File: src/rtl/map_query_arbiter.sv
`default_nettype none
// ============================================================================
// Module      : map_query_arbiter
// Description : Round-robin arbiter sharing one map-tile lookup port between
//               the player and monster movement FSMs.
// Revision    : 1.0 - initial release
// ============================================================================
module map_query_arbiter #(
    parameter int NUM_REQ  = 4,
    parameter int COORD_W  = 10,
    parameter int TYPE_W   = 3,
    parameter int MAP_LAT  = 1,
    parameter int MAP_ROWS = 15,
    parameter int MAP_COLS = 20
) (
    input  logic                       clk_13,
    input  logic                       rst,
    input  logic [NUM_REQ-1:0]         req,
    input  logic [NUM_REQ*COORD_W-1:0] req_r,
    input  logic [NUM_REQ*COORD_W-1:0] req_c,
    output logic [NUM_REQ-1:0]         gnt,
    output logic [NUM_REQ-1:0]         rsp_valid,
    output logic [TYPE_W-1:0]          rsp_type,
    output logic [COORD_W-1:0]         map_r,
    output logic [COORD_W-1:0]         map_c,
    input  logic [TYPE_W-1:0]          map_type
);

    localparam int IDX_W = (NUM_REQ > 1) ? $clog2(NUM_REQ) : 1;
    localparam int LAT_W = $clog2(MAP_LAT + 1);

    localparam logic [COORD_W-1:0] c_map_rows = COORD_W'(MAP_ROWS);
    localparam logic [COORD_W-1:0] c_map_cols = COORD_W'(MAP_COLS);
    localparam logic [TYPE_W-1:0]  c_wall     = TYPE_W'(2);
    localparam logic [LAT_W-1:0]   c_lat_init = LAT_W'(MAP_LAT);
    localparam logic [NUM_REQ-1:0] c_one      = NUM_REQ'(1);

    typedef enum logic [1:0] {
        S_IDLE = 2'd0,
        S_WAIT = 2'd1,
        S_RESP = 2'd2
    } state_t;

    state_t               r_state,  w_state_nxt;
    logic [NUM_REQ-1:0]   r_gnt,    w_gnt_nxt;
    logic [NUM_REQ-1:0]   r_rsp_valid, w_rsp_valid_nxt;
    logic [TYPE_W-1:0]    r_rsp_type,  w_rsp_type_nxt;
    logic [COORD_W-1:0]   r_map_r,  w_map_r_nxt;
    logic [COORD_W-1:0]   r_map_c,  w_map_c_nxt;
    logic [IDX_W-1:0]     r_rr_ptr, w_rr_ptr_nxt;
    logic [IDX_W-1:0]     r_owner,  w_owner_nxt;
    logic [LAT_W-1:0]     r_lat_cnt, w_lat_cnt_nxt;
    logic                 r_oob,    w_oob_nxt;

    logic                 w_found;
    logic [IDX_W-1:0]     w_winner;
    logic [IDX_W-1:0]     w_idx;
    logic [COORD_W-1:0]   w_sel_r;
    logic [COORD_W-1:0]   w_sel_c;

    // Rotating priority scan: first requester at or above rr_ptr, wrapping.
    always_comb begin
        w_found  = 1'b0;
        w_winner = '0;
        w_idx    = '0;
        for (int k = 0; k < NUM_REQ; k++) begin
            w_idx = IDX_W'((int'(r_rr_ptr) + k) % NUM_REQ);
            if (!w_found && req[w_idx]) begin
                w_found  = 1'b1;
                w_winner = w_idx;
            end
        end
    end

    assign w_sel_r = req_r[w_winner*COORD_W +: COORD_W];
    assign w_sel_c = req_c[w_winner*COORD_W +: COORD_W];

    always_comb begin
        w_state_nxt     = r_state;
        w_gnt_nxt       = '0;
        w_rsp_valid_nxt = '0;
        w_rsp_type_nxt  = r_rsp_type;
        w_map_r_nxt     = r_map_r;
        w_map_c_nxt     = r_map_c;
        w_rr_ptr_nxt    = r_rr_ptr;
        w_owner_nxt     = r_owner;
        w_lat_cnt_nxt   = r_lat_cnt;
        w_oob_nxt       = r_oob;
        case (r_state)
            S_IDLE: begin
                if (w_found) begin
                    w_map_r_nxt   = w_sel_r;
                    w_map_c_nxt   = w_sel_c;
                    w_gnt_nxt     = c_one << w_winner;
                    w_owner_nxt   = w_winner;
                    w_rr_ptr_nxt  = (w_winner == IDX_W'(NUM_REQ - 1)) ? '0 : w_winner + 1'b1;
                    w_lat_cnt_nxt = c_lat_init;
                    w_oob_nxt     = (w_sel_r >= c_map_rows) || (w_sel_c >= c_map_cols);
                    w_state_nxt   = S_WAIT;
                end
            end
            S_WAIT: begin
                if (r_lat_cnt == LAT_W'(1)) begin
                    w_rsp_type_nxt  = r_oob ? c_wall : map_type;
                    w_rsp_valid_nxt = c_one << r_owner;
                    w_state_nxt     = S_RESP;
                end else begin
                    w_lat_cnt_nxt = r_lat_cnt - 1'b1;
                end
            end
            S_RESP: begin
                w_state_nxt = S_IDLE;
            end
            default: begin
                w_state_nxt = S_IDLE;
            end
        endcase
    end

    always_ff @(posedge clk_13) begin
        if (rst) begin
            r_state     <= S_IDLE;
            r_gnt       <= '0;
            r_rsp_valid <= '0;
            r_rsp_type  <= '0;
            r_map_r     <= '0;
            r_map_c     <= '0;
            r_rr_ptr    <= '0;
            r_owner     <= '0;
            r_lat_cnt   <= '0;
            r_oob       <= 1'b0;
        end else begin
            r_state     <= w_state_nxt;
            r_gnt       <= w_gnt_nxt;
            r_rsp_valid <= w_rsp_valid_nxt;
            r_rsp_type  <= w_rsp_type_nxt;
            r_map_r     <= w_map_r_nxt;
            r_map_c     <= w_map_c_nxt;
            r_rr_ptr    <= w_rr_ptr_nxt;
            r_owner     <= w_owner_nxt;
            r_lat_cnt   <= w_lat_cnt_nxt;
            r_oob       <= w_oob_nxt;
        end
    end

    assign gnt       = r_gnt;
    assign rsp_valid = r_rsp_valid;
    assign rsp_type  = r_rsp_type;
    assign map_r     = r_map_r;
    assign map_c     = r_map_c;

endmodule
`default_nettype wire

File: config.mk
export PLATFORM = sky130hd
export DESIGN_NAME = map_query_arbiter
export DESIGN_NICKNAME = d
export VERILOG_FILES = /design/src/rtl/map_query_arbiter.sv
export SDC_FILE = /design/constraint.sdc
export NUM_CORES = 1
export LEC_CHECK = 0
export ABC_AREA = 1
export BUFFER_PORTS_ARGS = -buffer_cell sky130_fd_sc_hd__clkbuf_2
export CAP_MARGIN = 10
export CORE_ASPECT_RATIO = 0.9
export CORE_MARGIN = 2
export CORE_UTILIZATION = 42
export DETAILED_ROUTE_END_ITERATION = 12
export GPL_TIMING_DRIVEN = 0
export PLACE_DENSITY = 0.76
export SYNTH_ARGS = -nofsm -noshare
export SYNTH_HDL_FRONTEND = slang
export SYNTH_SLANG_ARGS = --single-unit
File: constraint.sdc
create_clock -name clk_13 -period 2 [get_ports clk_13]
set_clock_uncertainty 0.2 [all_clocks]
set_input_delay 0.1 -clock clk_13 [delete_from_list [all_inputs] [get_ports clk_13]]
set_output_delay 0.1 -clock clk_13 [all_outputs]
set_load 0.05 [all_outputs]
## Word level (Yosys, flattened, before mapping)

Cells that the tools add are included.

- Flip-flop bits (word level): 39
- Word-level logic and storage cells: 73

- Reduce and logical (&&, ||, !) cells: 15
- Mux-type cells: 24
- Magnitude comparators: 6
- Multiply operators: 1
- Add/subtract/negate cells: 5
- Bitwise logic cells: 4
- Shift-type cells: 4
- Equal/unequal tests: 4

Operator list:

| cell | count |
|---|---|
| 40-bit by 7-bit indexed part select with 10-bit output | 2 |
| 2-bit two-way mux | 7 |
| 2-bit by 3-bit less-than comparator with 1-bit output, second input constant | 4 |
| 10-bit by 4-bit greater-or-equal comparator with 1-bit output, second input constant | 1 |
| 10-bit by 5-bit greater-or-equal comparator with 1-bit output, second input constant | 1 |
| 1-bit two-way mux | 10 |
| 1-bit binary-select mux with 2-bit select | 4 |
| 2-bit AND reduction | 4 |
| 1-bit by 2-bit << shifter with 4-bit output, first input constant | 2 |
| 3-bit OR reduction | 2 |
| 2-bit by 3-bit multiplier with 5-bit output, second input constant | 1 |
| 2-bit by 1-bit adder with 2-bit output, second input constant | 2 |
| 2-bit adder, second input constant | 2 |
| 2-bit != test, second input constant | 2 |
| 1-bit inverter | 4 |
| 2-bit one-hot mux with 2 select lines | 1 |
| 1-bit logical AND | 3 |
| 1-bit zero test | 3 |
| 3-bit two-way mux | 1 |
| 2-bit by 1-bit equality test with 1-bit output, second input constant | 1 |
| 2-bit equality test, second input constant | 1 |
| 2-bit zero test | 1 |
| 1-bit one-hot mux with 2 select lines | 1 |
| 2-bit nonzero test | 1 |
| other kinds (2) | 2 |

## Longest topological paths before layout

Gate-level depths: netlist (run 1).

- Word-level depth: 16
- Mapped depth: 20

## Least setup slack after synthesis (run 1)

Ideal clock, no wire load.

- Path type: flip-flop to flip-flop
- From: register r_rr_ptr[0]
- To: register r_oob
- Period minus slack after synthesis: 2156 ps
- Path buffers: 2
- Arrival: 1847 ps
- Slack: -156 ps
- Required time: 1691 ps
- Stages on the path, launching flop included: 19
- Cells stage by stage: dfxtp_1 > buf_6 > inv_4 > nand2_1 > nand3_1 > nand2_1 > nor2_4 > nand3_4 > nand3_4 > buf_6 > nand2_1 > nand3_1 > nand2_1 > nor2_1 > nand2_1 > nor2_1 > nand3_1 > nand2_1 > inv_1

- Longest elaborated chain between the ends: 16

RTL lines:

| item | line | RTL |
|---|---|---|
| start: declaration | 50 | `logic [IDX_W-1:0] r_rr_ptr, w_rr_ptr_nxt;` |
| start signal: assignment | 139 | `r_rr_ptr <= w_rr_ptr_nxt;` |
| branches (longest 16 deep; another with 2-bit by 3-bit multiplier with 5-bit output) | - |  |
| end signal: assignment | 142 | `r_oob <= w_oob_nxt;` |
| end: declaration | 53 | `logic r_oob, w_oob_nxt;` |

Several ways; the timed one is not identified. The select of a mux whose other input is x is not followed.
A chain may end at the register's enable or synchronous reset.

## Worst setup path after layout (run 1)

Same ends and word-level chain as after synthesis.

==> results of run 1 <==
[per-layer routing]
metal | vias up | share of wire [%] | wire length [um] | track usage, %
li1 | 1751 | - | - | -
met1 | 1718 | 38 | 4240 | 34.5
met2 | 257 | 48 | 5330 | 50.2
met3 | 69 | 8.3 | 918 | 7.13
met4 | 0 | 5.4 | 596 | 11.9
met5 | - | 0 | 0 | 0
[cell usage after synthesis, types with 2 or more instances]
cell | instances | share of area [%]
nand3_4 | 2 | 1.4
o21bai_1 | 2 | 0.59
dfxtp_1 | 39 | 31
buf_2 | 9 | 1.8
buf_6 | 3 | 1.3
buf_4 | 4 | 1.2
nand3_1 | 52 | 10
o21ai_0 | 28 | 5.5
clkbuf_1 | 6 | 0.89
inv_2 | 5 | 0.74
nand4_1 | 24 | 5.9
a31oi_1 | 14 | 3.4
inv_1 | 67 | 9.9
nand2_2 | 3 | 0.74
nor3_1 | 2 | 0.39
nand2_1 | 121 | 18
nor2_1 | 29 | 4.3
a21oi_1 | 5 | 0.98
[final cells by class]
| cell class | count | area [um2] |
|---|---|---|
| fillers | 387 | 1260 |
| clock buffers | 5 | 68.8 |
| multi-input cells | 288 | 1700 |
| flip-flops and latches | 39 | 786 |
| diodes | 1 | 2.50 |
| repair buffers | 184 | 1250 |
| plain buffers | 23 | 260 |
| well taps | 70 | 87.6 |
| inverters | 73 | 297 |
| repair inverters | 1 | 6.26 |
| clock inverters | 3 | 43.8 |
[worst max-delay path by stage]
stage                                        start                  to  slack [ns]  cells after the start
after detailed placement  r_rr_ptr[0]$_SDFFE_PP0P_  r_oob$_SDFFE_PP0P_       -0.49                     18
after floorplan           r_rr_ptr[0]$_SDFFE_PP0P_  r_oob$_SDFFE_PP0P_       -0.12                     18
after global routing      r_rr_ptr[0]$_SDFFE_PP0P_  r_oob$_SDFFE_PP0P_       -0.77                     20
final                     r_rr_ptr[0]$_SDFFE_PP0P_  r_oob$_SDFFE_PP0P_       -0.75                     20
after CTS                 r_rr_ptr[0]$_SDFFE_PP0P_  r_oob$_SDFFE_PP0P_       -0.39                     19
after global placement    r_rr_ptr[0]$_SDFFE_PP0P_  r_oob$_SDFFE_PP0P_       -0.48                     18
[what timing repair did]
item,CTS,global route
cloned,9,1
hold buffers,35,0
gates resized for setup,103,64
endpoints found under the hold margin,25,0
endpoints found under the setup margin,30,31
pin swaps,23,28
buffers inserted,15,8
[metrics by stage]
stage	setup TNS, ns	util [%]	setup slack, ns	hold slack (ns)	total power, uW
2_1_floorplan	-0.134	-	-0.122	-0.00434	4640
3_3_place_gp	-6.80	56.1	-0.476	0.155	5640
3_5_place_dp	-7.78	56.1	-0.490	0.159	5710
4_1_cts	-3.60	73.4	-0.391	0.00137	7840
5_1_grt	-9.15	78.1	-0.774	0.0252	9560
6_report	-7.34	78.2	-0.750	-0.0115	9090
[flip-flops by register name (all words and copies together) (netlist names)]
signal / flops
map_c: 10
map_r: 10
gnt: 4
rsp_valid: 4
rsp_type: 3
r_owner: 2
r_rr_ptr: 2
r_state: 2
r_lat_cnt: 1
r_oob: 1
[tightest hold or removal path, stage by stage]
cell      delay [ns]
clkbuf_2        0.08
inv_1           0.04
o21ai_0         0.09
nand2_1         0.08
a31oi_1         0.07
[logic make-up (layout without fill, tap and decap cells)]
kind of cell           count (synthesis)  in the layout  synth area share (%)
AO/OA/AOI/OAI                         52             52                  11.4
buffers and inverters                 96            289                  16.2
flip-flops                            39             39                  30.7
AND/OR/NAND/NOR                      235            236                  41.7
other                                  0              1                     0
[power groups by stage]
stage	registers, uW	clock network, uW	logic [uW]
after floorplan	1850	0	2790
after global placement	1200	0	4440
after detailed placement	1200	0	4510
after CTS	1220	658	5970
after global routing	1260	707	7590
final	1240	680	7170
==> flow_summary_export.csv, run 1 <==
group,metric,value,unit
final_layout,fin_nets,704,
global_routing,grt_start_max_net_pins,14,
clock_network,htreeDepth,2,
sta,worst_pin_slew,0.732,ns
synthesis,syn_avg_cell_area,6.02,um2
worst_setup_path,r2r.worst_path.cells,20,
sta,final.period_utilization,137,%
synthesis,syn_nets,511,
clock_network,cts.path.max_buffers,2,
synthesis,synth.cell_area,0.00254,mm2
floorplan,core,0.00576,mm2
worst_setup_path,crit_type,"flop to flop",
clock_network,cts-buffers-inserted,5,
sta,drv_slew,0,
global_routing,antenna_found_initial,0,
worst_setup_path,cp_data_arrival_time,2.75,ns
clock_network,clkTransAtPathRegs,0.09,ns
placed_design,dp_hpwl,5970,um
floorplan,fp.dieH,77.8,um
sta,setup_violations,31,
floorplan,io_pins,120,
placed_design,dp_cells,611,
final_layout,syn2layout_area_growth,77.2,%
synthesis,async_flop_share,0,%
final_layout,final_cell_mix,"clkbuf_2 (119), nand2_1 (91), inv_1 (65), dfxtp_1 (37), dlygate4sd3_1 (35)",
worst_setup_path,rrSetupSlack,-0.75,ns
sta,fmax,364,MHz
synthesis,synth_ff_type,"dfxtp_1",
final_layout,final_cells,687,
worst_setup_path,critPathBufInv,5,
route,drcViolationCount,2,
route,vias_per_cell,5.52,
clock_network,cts_root_buf,"clkbuf_8",
clock_network,insertion_delay,0.31,ns
floorplan,rows,26,
sta,grt_setup_unrepaired,"true",
worst_setup_path,required,2.00,ns
flow_run,drv_cap,0,
pwr,switchingPower,4900,uW
run_status,status,"finished, violations left",
hold_path,min_path_type,"input port to flop",
global_routing,grt_pass1_wl,15700,um
global_routing,first_global_vias,3429,
global_routing,grt_use_total,29.2,%
floorplan,die-area,0.00669,mm2
clock_network,cts_sinks,39,
synthesis,ys_types,25,
final_layout,stdcell_area,0.00450,mm2
synthesis,yosysSeqAreaShare,30.7,%
worst_setup_path,cp_cell_sequence,"buf_8 > inv_8 > nand2_2 > nand2_2 > nand2_2 > nand2_1 > nand2_2 > nand2_2 > nand2_4 > buf_4 > buf_4 > nand4_1 > nand3_1 > nand2_1 > nand2_1 > nor2_1 > nor2_1 > nand3_1 > nand2_1 > inv_1",
route,vias,3795,
placed_design,io_buffer_count,119,
synthesis,syn_inst,422,
synthesis,synth_edf_count,0,
placed_design,place_congestion,0.865,
pwr,clockPowerShare,7.5,%
final_layout,drive_above_1_share,44.2,%
worst_setup_path,cp_max_fo,6,
global_routing,overflow,0,
worst_setup_path,cp-start-kind,"flop",
route,antenna_left,0,
sta,hold_slack,-0.0115,ns
pwr,power.density,2020,mW/mm2
floorplan,dieWidth,86.0,um
synthesis,ys_ff_latch,39,
sta,slew_headroom,51.2,%
worst_setup_path,r2r_start,"r_rr_ptr[0]$_SDFFE_PP0P_",
worst_setup_path,end_kind,"flop",
worst_setup_path,crit_top_cell,"nand2_2",
hold_path,min_path_cells,5,
run_status,failed_checks,"design-rule violations, negative hold slack, negative setup slack",
worst_setup_path,slowest_stage,"dfxtp_2",
route,drtIter0Drc,460,
sta,hold_viol,1,
pwr,p_comb_share,78.9,%
hold_path,min_to,"map_r[8]$_SDFFE_PP0P_",
placed_design,place_area,0.00323,mm2
worst_setup_path,worstReg2RegEnd,"r_oob$_SDFFE_PP0P_",
worst_setup_path,slowest_delay,0.37,ns
final_layout,final_common_cell,"clkbuf_2",
floorplan,initial_core_util,44.1,%
synthesis,ys_warn_count,0,
route,wirelength,11100,um
hold_path,hp-start,"req_r[38]",
pwr,p_sw_share,53.9,%
sta,finalWorstSetupSlack,-0.750,ns
worst_setup_path,path_delay_family,"simple AND/OR/NAND/NOR gates",
route,wire_per_inst,16.1,um
clock_network,cts_tree,"yes",
pwr,internal_power,4190,uW
pwr,vdd_drop_max,1.20,mV
route,drt_pass1_iterations,11,
pwr,p_leak,0.00242,uW
pwr,p_seq_share,13.7,%
sta,period_minus_slack,2.75,ns
Note: power is estimated with default switching activity, not from simulation.
==> run 2, diff against run 1 <==
- SETUP_SLACK_MARGIN: not set -> 0.4
==> run 2 against run 1 <==
- the run ends with negative hold slack, negative setup slack left
- wire length fell by 5.7%
- sequential share of layout area rose by 0.16 points
- non-clock buffer count rose by 2
- via count fell by 1.7%
- worst setup slack improved by 0.15 ns
- design area fell by 0.58%
- register-to-register slack improved by 0.15 ns
- total power fell by 2.1%
- critical endpoint unchanged
- largest cell class unchanged
- highest routed layer unchanged
==> flow_summary_export.csv, run 2 (synthesized netlist as in run 1, its figures left out) <==
group,metric,value,unit
floorplan,dieWidth,86.0,um
pwr,power.density,1990,mW/mm2
final_layout,final_core_util,77.7,%
route,wirelength,10500,um
global_routing,overflow,0,
clock_network,clkTransAtPathRegs,0.08,ns
placed_design,place_area,0.00329,mm2
worst_setup_path,rrSetupSlack,-0.60,ns
route,drcViolationCount,0,
worst_setup_path,crit_start,"r_rr_ptr[0]$_SDFFE_PP0P_",
sta,grt_setup_unrepaired,"true",
placed_design,place_congestion,0.885,
global_routing,antenna_found_initial,0,
worst_setup_path,r2r_start,"r_rr_ptr[0]$_SDFFE_PP0P_",
sta,final.period_utilization,130,%
clock_network,cts_tree,"yes",
pwr,total_power,8900,uW
worst_setup_path,required,2.00,ns
floorplan,io_pins,120,
worst_setup_path,cp_cell_sequence,"buf_12 > inv_8 > nand2_4 > nand2_4 > nand2_4 > nand2_4 > nor2_4 > nand3_4 > buf_6 > buf_6 > nand3_4 > o21ai_2 > nand2_1 > nand2_1 > nor2_1 > nand2_1 > nor2_2 > nand3_2 > nand2_1 > inv_1",
floorplan,rows,26,
sta,drv_slew,0,
sta,finalWorstSetupSlack,-0.604,ns
global_routing,grt_start_max_net_pins,14,
route,drt_pass1_iterations,5,
final_layout,final_cell_mix,"clkbuf_2 (119), nand2_1 (86), inv_1 (64), dfxtp_1 (37), dlygate4sd3_1 (34)",
final_layout,syn2layout_area_growth,76.1,%
worst_setup_path,slowest_stage,"dfxtp_4",
sta,slew_headroom,58.6,%
hold_path,min_path_type,"input port to flop",
placed_design,dp_hpwl,6040,um
floorplan,initial_core_util,44.1,%
global_routing,grt_use_total,27.0,%
final_layout,drive_above_1_share,43.7,%
clock_network,htreeDepth,2,
pwr,p_leak,0.00242,uW
pwr,vdd_drop_max,0.974,mV
global_routing,first_global_vias,3352,
final_layout,fin_nets,706,
worst_setup_path,cp-start-kind,"flop",
worst_setup_path,end_kind,"flop",
worst_setup_path,cp_data_arrival_time,2.61,ns
floorplan,die-area,0.00669,mm2
sta,worst_pin_slew,0.620,ns
route,drtIter0Drc,347,
worst_setup_path,slowest_delay,0.39,ns
worst_setup_path,path_delay_family,"simple AND/OR/NAND/NOR gates",
run_status,status,"finished, violations left",
floorplan,core,0.00576,mm2
clock_network,cts_root_buf,"clkbuf_8",
final_layout,stdcell_area,0.00448,mm2
run_status,failed_checks,"negative hold slack, negative setup slack",
route,vias,3730,
route,wire_per_inst,15.2,um
worst_setup_path,cp_max_fo,6,
clock_network,cts.path.max_buffers,2,
final_layout,antennaDiodeCount,0,
route,antenna_left,0,
flow_run,drv_cap,0,
worst_setup_path,critPathBufInv,5,
clock_network,cts_sinks,39,
sta,fmax,384,MHz
placed_design,io_buffer_count,119,
sta,hold_slack,-0.000735,ns
clock_network,cts-buffers-inserted,5,
final_layout,final_common_cell,"clkbuf_2",
global_routing,grt_pass1_wl,14600,um
sta,setup_violations,28,
sta,hold_viol,2,
sta,period_minus_slack,2.60,ns
floorplan,fp.dieH,77.8,um
hold_path,hp-start,"req_c[14]",
clock_network,insertion_delay,0.30,ns
route,vias_per_cell,5.42,
worst_setup_path,crit_type,"flop to flop",
run 2: timing repair:
item,4_1_cts,5_1_grt
hold buffers,34,0
hold endpoints to repair,26,0
gates cloned,5,2
pin swaps,5,38
setup buffers,12,16
gates resized for setup,44,92
setup endpoints to repair,31,35
run 2: tightest hold or removal path: stages:
cell and delay, ns:
clkbuf_2 0.08, nand2_1 0.07, nand3_2 0.06, nand2_2 0.08, a21oi_2 0.06
run 2: cell type report:
cell class	count	area, um2
clock buffer	5	68.8
inverter	73	297
buffer	23	239
sequential	39	788
clock inverter	3	67.6
multi-input combinational	288	1680
tap	70	87.6
fill	388	1280
timing repair inverter	1	6.26
timing repair buffer	186	1240
run 2: worst paths after layout:
kind,endpoint,cells after the start
setup / recovery,r_oob$_SDFFE_PP0P_,20
hold / removal,map_c[4]$_SDFFE_PP0P_,5
setup reg to reg,r_oob$_SDFFE_PP0P_,20
hold reg to reg,rsp_valid[0]$_SDFF_PP0_,1
run 2: routing by layer:
metal	GRT usage, %	wire length [um]	vias up
met5	0	0	-
met4	13.0	374	0
met3	5.85	848	44
met2	47.1	5310	242
met1	31.0	3920	1692
li1	-	-	1752
run 2: through the flow:
stage | setup TNS (ns) | setup slack [ns] | instances
after global placement | -5.84 | -0.451 | 611
after detailed placement | -6.85 | -0.484 | 611
after global routing | -9.25 | -0.724 | 688
final | -6.74 | -0.604 | 688
after floorplan | -0.116 | -0.116 | 422
after CTS | -2.75 | -0.377 | 670
run 2: report_power, final:
group	switching [uW]	leakage, uW	internal (uW)
clock network	294	0.0000644	497
registers	169	0.000323	1050
logic	4210	0.00203	2680
total	4680	0.00242	4230
==> run 3, diff against run 2 <==
- PLACE_DENSITY: 0.76 -> 0.74
==> run 3 against run 2 <==
- the flow finishes with violations (negative setup slack)
- via count down 3.0%
- worst hold slack better by 0.0095 ns
- register-to-register slack better by 0.06 ns
==> flow_summary_export.csv, run 3 (synthesized netlist as in run 1, its figures left out) <==
group,metric,value,unit
placed_design,io_buffer_count,119,
global_routing,overflow,0,
final_layout,drive_above_1_share,40.6,%
global_routing,grt_use_total,27.1,%
worst_setup_path,r2r.worst_path.cells,17,
worst_setup_path,required,1.99,ns
worst_setup_path,slowest_stage,"dfxtp_4",
placed_design,place_congestion,0.939,
clock_network,cts.path.max_buffers,2,
clock_network,clkTransAtPathRegs,0.08,ns
clock_network,cts_root_buf,"clkbuf_8",
clock_network,cts_tree,"yes",
global_routing,grt_start_max_net_pins,13,
worst_setup_path,crit_top_cell,"nand3_1",
floorplan,die-area,0.00669,mm2
final_layout,final_core_util,75.8,%
placed_design,dp_slack,-0.489,ns
sta,slew_headroom,44.0,%
floorplan,core,0.00576,mm2
global_routing,antenna_found_initial,0,
sta,fmax,393,MHz
placed_design,place_area,0.00329,mm2
clock_network,cts-buffers-inserted,5,
final_layout,final.fill_count,416,
placed_design,dp_hpwl,6080,um
clock_network,insertion_delay,0.30,ns
route,drcViolationCount,0,
floorplan,rows,26,
global_routing,first_global_vias,3338,
sta,hold_slack,0.00875,ns
worst_setup_path,cp_data_arrival_time,2.54,ns
sta,grt_setup_unrepaired,"true",
clock_network,htreeDepth,2,
floorplan,fp.dieH,77.8,um
pwr,vdd_drop_max,1.15,mV
run_status,failed_checks,"negative setup slack",
sta,finalWorstSetupSlack,-0.546,ns
final_layout,final_common_cell,"clkbuf_2",
worst_setup_path,cp-start-kind,"flop",
worst_setup_path,crit_type,"flop to flop",
final_layout,antennaDiodeCount,0,
route,vias_per_cell,5.30,
global_routing,grt_pass1_wl,14800,um
route,vias,3619,
flow_run,drv_cap,0,
route,drtIter0Drc,334,
floorplan,io_pins,120,
sta,final.period_utilization,127,%
worst_setup_path,cp_max_fo,10,
hold_path,min_path_cells,5,
final_layout,fin_nets,701,
floorplan,dieWidth,86.0,um
sta,fin_tns_setup,-9.83,ns
worst_setup_path,slowest_delay,0.38,ns
worst_setup_path,cp_cell_sequence,"buf_8 > inv_8 > nand2_4 > nand2_4 > nand2_2 > nand2_2 > nor2_4 > nand3_1 > nand2_2 > buf_2 > nand3_1 > nand2_1 > nand3_1 > nor2_1 > nand3_1 > nand2_1 > inv_1",
route,antenna_left,0,
sta,period_minus_slack,2.55,ns
final_layout,syn2layout_area_growth,71.7,%
hold_path,min_path_type,"input port to flop",
clock_network,cts_sinks,39,
floorplan,initial_core_util,44.1,%
route,drt_pass1_iterations,5,
final_layout,stdcell_area,0.00436,mm2
worst_setup_path,end_kind,"flop",
sta,worst_pin_slew,0.841,ns
run_status,status,"finished, violations left",
route,wire_per_inst,14.9,um
final_layout,final_cell_mix,"clkbuf_2 (119), nand2_1 (95), inv_1 (65), dlygate4sd3_1 (41)",
pwr,p_leak,0.00234,uW
sta,drv_slew,0,
pwr,power.density,1930,mW/mm2
sta,setup_violations,31,
sta,hold_viol,0,
route,wirelength,10200,um
-- run 3: changes by cell type in the layout (fill, tap and decap cells not counted), moves of 3 or more --
cell / change
buf_4: -11
nand2_1: +9
nand3_1: +8
nand3_2: -8
dlygate4sd3_1: +7
nand2_4: -6
o21ai_2: +5
buf_2: +4
o21ai_0: -4
buf_12: -3
nand2_2: -3
-- run 3: critical path: cells and delay by family, from the launching register on --
kind	cells	cell delay, ns
flops	1	0.38
simple gates	13	1.35
buf+inv	4	0.50
-- run 3: timing repair --
| item | CTS | global route |
|---|---|---|
| buffers inserted | 12 | 5 |
| hold endpoints to repair | 27 | 0 |
| hold buffers | 41 | 0 |
| endpoints found under the setup margin | 31 | 34 |
| pin swaps | 7 | 26 |
| gates resized for setup | 57 | 56 |
| gates cloned | 4 | 2 |
-- run 3: final timing paths --
kind	slack, ns	end	start
setup / recovery	-0.55	r_oob$_SDFFE_PP0P_	r_rr_ptr[0]$_SDFFE_PP0P_
hold / removal	0.009	map_c[4]$_SDFFE_PP0P_	req_c[24]
setup reg to reg	-0.55	r_oob$_SDFFE_PP0P_	r_rr_ptr[0]$_SDFFE_PP0P_
hold reg to reg	0.24	rsp_valid[2]$_SDFF_PP0_	r_owner[0]$_SDFFE_PP0P_
-- run 3: layout make-up --
type                            instances  area (um2)  share of cell area (%)
Multi-Input combinational cell        288        1640                    37.7
Timing Repair Buffer                  182        1230                    28.1
Sequential cell                        39         788                    18.1
Inverter                               73         289                    6.62
Buffer                                 23         210                    4.82
Tap cell                               70        87.6                    2.01
Clock buffer                            6        82.6                    1.89
Clock inverter                          2        35.0                   0.803
-- run 3: metrics by stage --
stage	instances	power (uW)
2_1_floorplan	422	4770
3_3_place_gp	611	5790
3_5_place_dp	611	5860
4_1_cts	676	7370
5_1_grt	683	8940
6_report	683	8410
-- run 3: layer usage --
layer,track usage [%],up-vias,wire length [um],part of all wire [%]
li1,-,1736,-,-
met1,33.2,1640,4080,40
met2,48.1,205,5060,50
met3,4.79,38,765,7.5
met4,7.94,0,303,3.0
met5,0,-,0,0
-- run 3: report_power, final --
part	internal, uW	total [uW]	switching, uW
Combinational	2430	6480	4050
Sequential	1050	1230	180
Clock	404	689	286
Total	3890	8410	4520
